File: config.mk
export PLATFORM = sky130hd
export DESIGN_NAME = de_write_combiner
export DESIGN_NICKNAME = d
export VERILOG_FILES = /design/src/rtl/de_write_combiner.sv
export SDC_FILE = /design/constraint.sdc
export NUM_CORES = 1
export LEC_CHECK = 0
export CORE_ASPECT_RATIO = 0.5
export CORE_UTILIZATION = 35
export DETAILED_ROUTE_END_ITERATION = 8
export GPL_ROUTABILITY_DRIVEN = 0
export PLACE_DENSITY_LB_ADDON = 0.12
export SYNTH_ARGS = -nofsm -noshare
export SYNTH_HDL_FRONTEND = slang
export SYNTH_SLANG_ARGS = --single-unit
File: constraint.sdc
create_clock -name clk -period 10 [get_ports clk]
set_clock_uncertainty 0.05 [all_clocks]
set_input_delay 1 -clock clk [delete_from_list [all_inputs] [get_ports clk]]
set_output_delay 1 -clock clk [all_outputs]
set_load 0.05 [all_outputs]
File: src/rtl/de_write_combiner.sv
// Byte-write combiner between the draw engine and frame store: merges same-word
// byte writes into one masked word write, queues them, and orders reads behind writes.
module de_write_combiner #(
    parameter int FIFO_DEPTH = 4,
    parameter int IDLE_FLUSH = 8
) (
    input  logic        clk,
    input  logic        rst_n,
    input  logic        de_req,
    output logic        de_ack,
    input  logic [17:0] de_addr,
    input  logic [3:0]  de_nbyte,
    input  logic        de_rnw,
    input  logic [31:0] de_w_data,
    output logic [31:0] de_r_data,
    output logic        mem_req,
    input  logic        mem_ack,
    output logic [17:0] mem_addr,
    output logic [3:0]  mem_nbyte,
    output logic        mem_rnw,
    output logic [31:0] mem_w_data,
    input  logic [31:0] mem_r_data,
    output logic        drained
);
    localparam int PW = (FIFO_DEPTH > 1) ? $clog2(FIFO_DEPTH) : 1;
    localparam int CW = PW + 1;
    localparam int IW = $clog2(IDLE_FLUSH + 1);
    localparam logic [CW-1:0] FULL_CNT = CW'(FIFO_DEPTH);
    localparam logic [IW-1:0] FLUSH_AT = IW'(IDLE_FLUSH - 1);

    logic          hold_valid_q;
    logic [17:0]   hold_addr_q;
    logic [3:0]    hold_mask_q;
    logic [31:0]   hold_data_q;
    logic [IW-1:0] idle_cnt_q;

    logic [17:0]   fifo_addr_q [FIFO_DEPTH];
    logic [3:0]    fifo_mask_q [FIFO_DEPTH];
    logic [31:0]   fifo_data_q [FIFO_DEPTH];
    logic [PW-1:0] rd_ptr_q;
    logic [PW-1:0] wr_ptr_q;
    logic [CW-1:0] count_q;

    logic        fifo_empty;
    logic        fifo_full;
    logic        wr_req;
    logic        rd_req;
    logic        wr_null;
    logic [3:0]  wr_mask;
    logic        addr_hit;
    logic        wr_ok;
    logic        wr_acc;
    logic        wr_push;
    logic        flush_push;
    logic        push;
    logic        pop;
    logic        rd_fwd;
    logic [3:0]  hold_mask_d;
    logic [31:0] hold_data_d;

    // rst_n gates the request so nothing is acknowledged or forwarded while in reset.
    assign fifo_empty = (count_q == '0);
    assign fifo_full  = (count_q == FULL_CNT);
    assign wr_req     = rst_n && de_req && !de_rnw;
    assign rd_req     = rst_n && de_req && de_rnw;
    assign wr_null    = (de_nbyte == 4'b1111);
    assign wr_mask    = ~de_nbyte;
    assign addr_hit   = hold_valid_q && (de_addr == hold_addr_q);
    assign wr_ok      = wr_null || !hold_valid_q || addr_hit || !fifo_full;
    assign wr_acc     = wr_req && wr_ok && !wr_null;
    assign wr_push    = wr_acc && hold_valid_q && !addr_hit;
    assign flush_push = hold_valid_q && !fifo_full && !wr_acc &&
                        ((idle_cnt_q == FLUSH_AT) || rd_req);
    assign push       = wr_push || flush_push;
    assign pop        = !fifo_empty && mem_ack;
    assign rd_fwd     = rd_req && !hold_valid_q && fifo_empty;

    assign de_ack    = (wr_req && wr_ok) || (rd_fwd && mem_ack);
    assign de_r_data = rd_fwd ? mem_r_data : 32'h0;
    assign drained   = !hold_valid_q && fifo_empty && !rd_fwd;

    assign hold_mask_d = addr_hit ? (hold_mask_q | wr_mask) : wr_mask;

    // Newest byte wins; untouched lanes keep the held word on a hit, else clear.
    for (genvar gi = 0; gi < 4; gi++) begin : g_lane
        assign hold_data_d[8*gi +: 8] = wr_mask[gi] ? de_w_data[8*gi +: 8] :
                                        (addr_hit ? hold_data_q[8*gi +: 8] : 8'h00);
    end

    always_comb begin
        mem_req    = 1'b0;
        mem_addr   = 18'h0;
        mem_nbyte  = 4'b1111;
        mem_rnw    = 1'b0;
        mem_w_data = 32'h0;
        if (!fifo_empty) begin
            mem_req    = 1'b1;
            mem_addr   = fifo_addr_q[rd_ptr_q];
            mem_nbyte  = ~fifo_mask_q[rd_ptr_q];
            mem_w_data = fifo_data_q[rd_ptr_q];
        end else if (rd_fwd) begin
            mem_req   = 1'b1;
            mem_addr  = de_addr;
            mem_nbyte = de_nbyte;
            mem_rnw   = 1'b1;
        end
    end

    always_ff @(posedge clk or negedge rst_n) begin
        if (!rst_n) begin
            hold_valid_q <= 1'b0;
            hold_addr_q  <= 18'h0;
            hold_mask_q  <= 4'h0;
            hold_data_q  <= 32'h0;
            idle_cnt_q   <= '0;
            rd_ptr_q     <= '0;
            wr_ptr_q     <= '0;
            count_q      <= '0;
        end else begin
            if (wr_acc) begin
                hold_valid_q <= 1'b1;
                hold_addr_q  <= de_addr;
                hold_mask_q  <= hold_mask_d;
                hold_data_q  <= hold_data_d;
                idle_cnt_q   <= '0;
            end else if (flush_push) begin
                hold_valid_q <= 1'b0;
                hold_mask_q  <= 4'h0;
                idle_cnt_q   <= '0;
            end else if (hold_valid_q && (idle_cnt_q != FLUSH_AT)) begin
                idle_cnt_q <= idle_cnt_q + IW'(1);
            end

            if (push) wr_ptr_q <= wr_ptr_q + PW'(1);
            if (pop)  rd_ptr_q <= rd_ptr_q + PW'(1);
            case ({push, pop})
                2'b10:   count_q <= count_q + CW'(1);
                2'b01:   count_q <= count_q - CW'(1);
                default: count_q <= count_q;
            endcase
        end
    end

    // Storage needs no reset: count_q alone decides which entries are live.
    always_ff @(posedge clk) begin
        if (push) begin
            fifo_addr_q[wr_ptr_q] <= hold_addr_q;
            fifo_mask_q[wr_ptr_q] <= hold_mask_q;
            fifo_data_q[wr_ptr_q] <= hold_data_q;
        end
    end
endmodule
======== Word-level counts from Yosys, hierarchy flattened ========
Memory sizes are Yosys's and may differ from the RTL's.
Index checks and enable logic that the tools add are counted.
word-level totals
  bits in registers ....................... 66
  word-level logic and storage cells ...... 98
  bits in read-only memories .............. 0
  memories kept ........................... 3
  input bits .............................. 91
  output and inout bits ................... 90
  latch bits .............................. 0
  memory bits (writable) .................. 216
operators by class
  shifts and indexed selects .............. 0
  $add $sub $neg .......................... 5
  bitwise operators ....................... 3
  muxes and demuxes ....................... 25
  divide/modulo/power cells ............... 0
  $mul .................................... 0
  equal/unequal tests ..................... 11
  $lt $le $gt $ge ......................... 0
  reductions and logical operators ........ 40
memory list
  memory       depth  bits a word  rd ports  clocked after memory_dff  wr ports  line  source
  fifo_data_q  4      32           1         0                         1         39    logic [31:0] fifo_data_q [FIFO_DEPTH];
  fifo_addr_q  4      18           1         0                         1         37    logic [17:0] fifo_addr_q [FIFO_DEPTH];
  fifo_mask_q  4      4            1         0                         1         38    logic [3:0] fifo_mask_q [FIFO_DEPTH];
operator list
  kind                                                                   number
  32-bit two-way mux                                                     2
  8-bit two-way mux                                                      5
  18-bit two-way mux                                                     2
  4-bit two-way mux                                                      8
  18-bit equality test                                                   1
  1-bit logical AND                                                      18
  1-bit logical NOT                                                      8
  2-bit != test, second input constant                                   4
  4-bit inverter                                                         2
  2-bit AND reduction                                                    4
  1-bit two-way mux                                                      7
  1-bit logical OR                                                       6
  3-bit one-hot mux with 2 select lines                                  1
  2-bit by 1-bit adder with 2-bit output, second input constant          2
  4-bit by 1-bit adder with 4-bit output, second input constant          1
  4-bit by 3-bit equality test with 1-bit output, second input constant  1
  4-bit equality test, second input constant                             1
  4-bit by 3-bit != test with 1-bit output, second input constant        1
  4-bit OR                                                               1
  2-bit nonzero test                                                     2
  3-bit by 1-bit adder with 3-bit output, second input constant          1
  3-bit equality test, second input constant                             1
  3-bit logical NOT                                                      1
  3-bit nonzero test                                                     1
  other kinds (3)                                                        3

======== Logic depth before layout (Yosys ltp) ========
Gate-level depths: netlist (run 1).
  word-level depth ........................ 12
  depth in mapped cells ................... 12

======== Worst setup path before layout (run 1) ========
OpenSTA, ideal clock, no wires.
  path type ............................... input -> output
  start point ............................. input de_addr[12]
  end point ............................... output de_ack
  required time ........................... 8.950 ns
  stages on the path ...................... 5
  arrival ................................. 3.079 ns
  slack ................................... 5.871 ns
  path buffers ............................ 0
  cells stage by stage .................... xor2_1 -> nand4bb_1 -> nor3_4 -> a21oi_1 -> o31ai_1
between the ends
  longest elaborated chain between the ends .. 6
ends and longest elaborated chain
  item                            line  source
  from (decl)                     11    input logic [17:0] de_addr,
  18-bit equality test            68    assign addr_hit = hold_valid_q && (de_addr == hold_addr_q);
  1-bit logical AND               68
  1-bit logical OR (2 in series)  69    assign wr_ok = wr_null || !hold_valid_q || addr_hit || !fifo_full;
  1-bit logical AND               78    assign de_ack = (wr_req && wr_ok) || (rd_fwd && mem_ack);
  1-bit logical OR                78
  to (decl)                       10    output logic de_ack,
Every way passes these cells.

======== Worst setup path after layout (run 1) ========
  start point ............................. input de_rnw
  end point ............................... output mem_addr[4]
between the ends
  longest elaborated chain between the ends .. 5
ends and longest elaborated chain
  item                             line  source
  from (decl)                      13    input logic de_rnw,
  1-bit logical AND                65    assign rd_req = rst_n && de_req && de_rnw;
  1-bit logical AND (2 in series)  76    assign rd_fwd = rd_req && !hold_valid_q && fifo_empty;
  18-bit two-way mux               101   end else if (rd_fwd) begin
  18-bit two-way mux               96    if (!fifo_empty) begin
  to (decl)                        18    output logic [17:0] mem_addr,
Every way passes these cells.

==> metrics, run 1 <==
status finished, final reports clean; Final #Nets 980; IO Count 181; Buffers on Ports 180; Num CTS Buffers 26; Avg Inst Size Synth 16.9 µm²; DP HPWL 17800 µm; Syn Inst Count 711; VDD IR max 0.168 mV; GRT overflow 0; Die W 264 µm; Util after Layout 45.1%; pre-CTS setup slack 4860 ps; CTS Buffer Depth 3; CP max FO 52; pwr dens 287 nW/µm²; area leader, netlist edfxtp_1; starting DRC count in detailed routing 406; Post-CTS Resized 0; initial antenna violation count 0; final hold violations 0; worst slew pin tran 1270 ps; leakage 0.00519 µW; count of state elements after synthesis 282; total core area 33500 µm²; routed vias/inst 5.15; minimum clock period after layout 5120 ps; top cells by area, synth edfxtp_1 54%, dfrtp_1 14%, mux4_2 10%, and2_1 3.6%, o2111ai_1 2.3%; depth of the most critical reg-to-reg path 7; CTS tree built; clk root buf clkbuf_16; number of global-route vias before repair 7395; H-tree Lvls 1; Total GRT Usage 17.3%; CP required 8950 ps; Max-Cap Viols 0; startpoint types input port; number of core rows 47; # diodes 0; Max Freq 0.195 GHz; Post-synth EDFFs 216; Slew Limit Fails 0; Worst-Skew Late Latency 540 ps; setup ws final 4880 ps; final setup TNS 0 ps; Die Area 35200 µm²; first-pass GRT wire length 45500 µm; HP Class input port to async pin; antenna viol nets, final 0; Setup CP Type input port to output port; TritonRoute pass-1 iters 4; Final Cycle Share 51.2%; Async S/R FF share, synth 23.4%; DIE HEIGHT 133 µm; syn_nets 809; average wire per standard cell 22.3 µm; predominant post-synthesis flop cell edfxtp_1; CP Data Arrival Time 4070 ps; Area Overhead vs Synth 25.4%; setup bufs post-CTS 0; Final setup viols 0; initial core utilization 36.0%; Hold-fix buffers, CTS 0; Synth Warn # 0; Max transition margin 15.4%; largest net degree at the start of global routing 56; count of cell types in the netlist 50; unrepaired setup endpoints after global routing false; fraction of layout cells with a size suffix above 1 15.0%; synthesized cell area 12000 µm²; sequential share of the synthesized area 67.6%; DR vias 6920; DRT Wirelength 30000 µm; Reg clk slew, reported paths 60 ps; residual DRC count 0; Synth top area share 53.9%; CTS Sinks 282; Worst Setup End Kind output port
==> logic make-up (layout without fill, tap and decap cells) <==
group | Yosys count | count (layout) | synth area share [%]
AOI/OAI and AO/OA | 107 | 107 | 6.60
buffers and inverters | 54 | 245 | 2.11
adders and majority gates | 7 | 7 | 0.790
xor gates and xnor gates | 26 | 26 | 1.89
muxes | 75 | 75 | 12.5
DFF | 282 | 282 | 67.6
and+or+nand+nor | 160 | 160 | 8.44
==> critical path: stages <==
cell and delay (ps):
clkdlybuf4s50_1 620, nand3_1 190, or3_1 490, inv_2 640, a22o_1 280, clkdlybuf4s50_1 810
==> power by group <==
part | leakage [µW] | internal [µW] | switching [µW]
logic | 0.00197 | 691 | 994
clock network | 0.000402 | 566 | 427
registers | 0.00282 | 1460 | 187
==> final cells by class <==
type / count / area, µm²
Tap cell: 441 / 552
Inverter: 8 / 30.0
Multi-Input combinational cell: 375 / 3660
Fill cell: 2989 / 18400
Sequential cell: 282 / 8150
Clock inverter: 12 / 138
Timing Repair Buffer: 189 / 1870
Clock buffer: 36 / 698
==> state kept, by name, summed over array words and instances, names as in the netlist <==
register,flops
fifo_data_q,128
fifo_addr_q,72
hold_data_q,32
hold_addr_q,18
fifo_mask_q,16
hold_mask_q,4
idle_cnt_q,4
count_q,3
rd_ptr_q,2
wr_ptr_q,2
hold_valid_q,1
==> metal layers <==
metal | up-vias | track usage [%] | share of wire, %
li1 | 3123 | - | -
met1 | 3626 | 23.2 | 44
met2 | 129 | 29.5 | 50
met3 | 42 | 2.66 | 3.7
met4 | 0 | 4.30 | 1.8
met5 | - | 0 | 0
==> final timing paths <==
check | from | endpoint | slack (ps)
max | de_rnw | mem_addr[4] | 4880
min | rst_n | hold_data_q[14]$_DFFE_PN0P_ | 320
max reg2reg | idle_cnt_q[0]$_DFFE_PN0P_ | fifo_data_q[2][29]$_DFFE_PP_ | 6390
min reg2reg | hold_data_q[18]$_DFFE_PN0P_ | fifo_data_q[0][18]$_DFFE_PP_ | 470
max in group asynchronous | rst_n | hold_addr_q[17]$_DFFE_PN0P_ | 8480
min in group clk | hold_data_q[18]$_DFFE_PN0P_ | fifo_data_q[0][18]$_DFFE_PP_ | 470
==> synthesized netlist by cell type (6+ instances only) <==
library cell / n
nand2b_1: 34
and2_1: 69
nor2_1: 7
ha_1: 6
a22o_1: 18
o21ai_0: 15
dfrtp_1: 66
nand2_1: 12
xnor2_1: 19
inv_1: 7
edfxtp_1: 216
a21oi_1: 11
clkbuf_1: 24
mux2_4: 16
buf_2: 17
o2111ai_1: 32
xor2_1: 7
mux4_2: 54
o21ai_1: 20
==> stage by stage <==
step / hold WS (ps) / power, µW / instance area [µm²] / instances
finish: 321 / 4330 / 15100 / 1343
global route: 328 / 4510 / 15100 / 1343
floorplan: 426 / 2800 / 12000 / 711
CTS: 317 / 4380 / 15100 / 1343
detailed placement: 459 / 3380 / 14300 / 1295
global placement: 442 / 3360 / 14300 / 1295
==> cells in the final DEF (no fill, tap or decap), drive strengths merged, types with 4 or more instances in the layout <==
cell type,count
a211oi,4
a21oi,11
a22o,18
and2,70
and4,4
buf,10
clkbuf,36
clkdlybuf4s50,179
clkinv,9
dfrtp,66
edfxtp,216
ha,6
inv,8
mux2,19
mux4,54
nand2,12
nand2b,34
nand4,4
nand4b,5
nor2,7
nor2b,4
nor3,7
o2111ai,32
o21ai,35
xnor2,19
xor2,7
No activity file was read; power rests on OpenSTA's default activity.
==> run 2, diff against run 1 <==
==> constraint.sdc (replaced) <==
create_clock -name clk -period 5.3 [get_ports clk]
set_clock_uncertainty 0.05 [all_clocks]
set_input_delay 0.53 -clock clk [delete_from_list [all_inputs] [get_ports clk]]
set_output_delay 0.53 -clock clk [all_outputs]
set_load 0.05 [all_outputs]
==> run 2 against run 1 <==
Global-route usage fell by 0.40 points. Power grew 90%. Non-clock buffer count up 8. Final area is 1.0% higher. Via count increased by 0.68%. Sequential power is 89% higher. Worst hold slack gained 110 ps. Critical path type unchanged. Largest cell class unchanged.
==> metrics, run 2 (same netlist as run 1, synthesis figures left out) <==
pwr dens 539 nW/µm²; commonest cells after routing, fill and taps aside 216 x edfxtp_1, 179 x clkdlybuf4s50_1, 65 x and2_1; Max Freq 0.229 GHz; Slew Limit Fails 0; number of fill cells 2901; dpl cell area 14300 µm²; DRT Wirelength 29300 µm; CP Data Arrival Time 3780 ps; clk root buf clkbuf_16; CTS Sinks 282; Pint 5170 µW; starting DRC count in detailed routing 396; Worst Setup End Kind output port; residual DRC count 0; Final setup viols 0; worst slew pin tran 966 ps; VDD IR max 0.316 mV; HP Class input port to async pin; DIE HEIGHT 133 µm; CP max FO 52; grt met1 use 23.1%; CP required 4720 ps; register share of total power 38.0%; number of core rows 47; Worst-Skew Late Latency 550 ps; initial core utilization 36.0%; Total GRT Usage 16.9%; initial antenna violation count 0; met2 Track Usage GR 28.5%; commonest non-fill, non-tap cell in the layout edfxtp_1; first-pass GRT wire length 45000 µm; setup bufs post-CTS 0; Power Total 8210 µW; leakage 0.00528 µW; Logic pwr share 38.6%; largest net degree at the start of global routing 56; minimum clock period after layout 4360 ps; leading registers by flop count fifo_data_q (128), fifo_addr_q (72), hold_data_q (32); sw power 3040 µW; DP HPWL 17700 µm; TritonRoute pass-1 iters 4; post-route cell area 15200 µm²; unrepaired setup endpoints after global routing false; final hold violations 0; Max transition margin 35.6%; CTS tree built; routed vias/inst 5.15; average wire per standard cell 21.6 µm; status finished, final reports clean; # diodes 0; Num CTS Buffers 27; placed insts 1302; GRT overflow 0; Area Overhead vs Synth 26.6%; DR vias 6967; Final Cycle Share 82.3%; Buffers on Ports 180; Die W 264 µm; switch share 37.0%; total core area 33500 µm²; register with the highest flop count fifo_data_q; final setup TNS 0 ps; IO Count 181; non-filler cells, final 1353; antenna viol nets, final 0; fraction of layout cells with a size suffix above 1 16.8%; startpoint types input port; Die Area 35200 µm²; grt peak-use layer met2; max reg flops 128; Final #Nets 989; met3 Use GR 2.99%; H-tree Lvls 1; Reg clk slew, reported paths 70 ps; Max-Cap Viols 0; Setup CP Type input port to output port; CTS Buffer Depth 3; Clock power frac 23.4%; number of global-route vias before repair 7291
-- run 2: cell count changes in the layout (fill, tap and decap cells not counted), moves of 3 or more --
cell,previous run,this run
buf_12,0,3
clkinv_2,1,8
clkbuf_1,9,5
buf_4,10,14
clkinv_1,7,2
clkbuf_8,1,4
-- run 2: routing by layer --
metal  vias to the layer above  wire, µm
met1                      3649     12900
met4                         0       443
met3                        35      1290
met5                         -         0
met2                       135     14700
li1                       3148         -
-- run 2: power groups by stage --
stage | logic (µW) | registers, µW | clock network [µW]
after global placement | 3210 | 3150 | 0
final | 3170 | 3120 | 1920
after global routing | 3350 | 3180 | 2060
after detailed placement | 3210 | 3170 | 0
after floorplan | 2350 | 2930 | 0
after CTS | 3220 | 3130 | 1970
-- run 2: layout make-up --
cell class / instances / area [µm²] / share of cell area (%)
tap: 441 / 552 / 3.62
timing repair buffer: 197 / 1970 / 12.9
clock buffer: 36 / 749 / 4.92
multi-input combinational: 375 / 3660 / 24.0
inverter: 8 / 30.0 / 0.197
sequential: 282 / 8150 / 53.5
clock inverter: 14 / 136 / 0.895
-- run 2: critical path: stages --
cell	delay, ps
dlygate4sd3_1	560
buf_4	310
nand3_1	210
or3_1	440
inv_2	580
nand2_1	120
o31ai_1	120
clkdlybuf4s50_1	870
-- run 2: path summary, 6_finish.rpt --
kind | start | to | cells after the start | slack, ps
setup / recovery | rst_n | de_ack | 8 | 940
hold / removal | rst_n | hold_valid_q$_DFFE_PN0P_ | 2 | 430
min in group clk | hold_data_q[27]$_DFFE_PN0P_ | fifo_data_q[0][27]$_DFFE_PP_ | 0 | 470
setup reg to reg | idle_cnt_q[0]$_DFFE_PN0P_ | fifo_data_q[2][16]$_DFFE_PP_ | 7 | 2070
hold reg to reg | hold_data_q[27]$_DFFE_PN0P_ | fifo_data_q[0][27]$_DFFE_PP_ | 0 | 470
max in group asynchronous | rst_n | rd_ptr_q[1]$_DFFE_PN0P_ | 3 | 3610
-- run 2: metrics by stage --
step	setup WS, ps	utilization (%)	hold WS [ps]
6_report	937	45.5	432
5_1_grt	706	45.5	416
4_1_cts	815	45.5	419
3_5_place_dp	1160	42.9	394
3_3_place_gp	1210	42.9	390
2_1_floorplan	1830	-	184
-- run 2: what timing repair did --
| action | 4_1_cts | 5_1_grt |
|---|---|---|
| gates resized for setup | 0 | 0 |
| hold buffers | 1 | 0 |
| hold endpoints to repair | 14 | 0 |
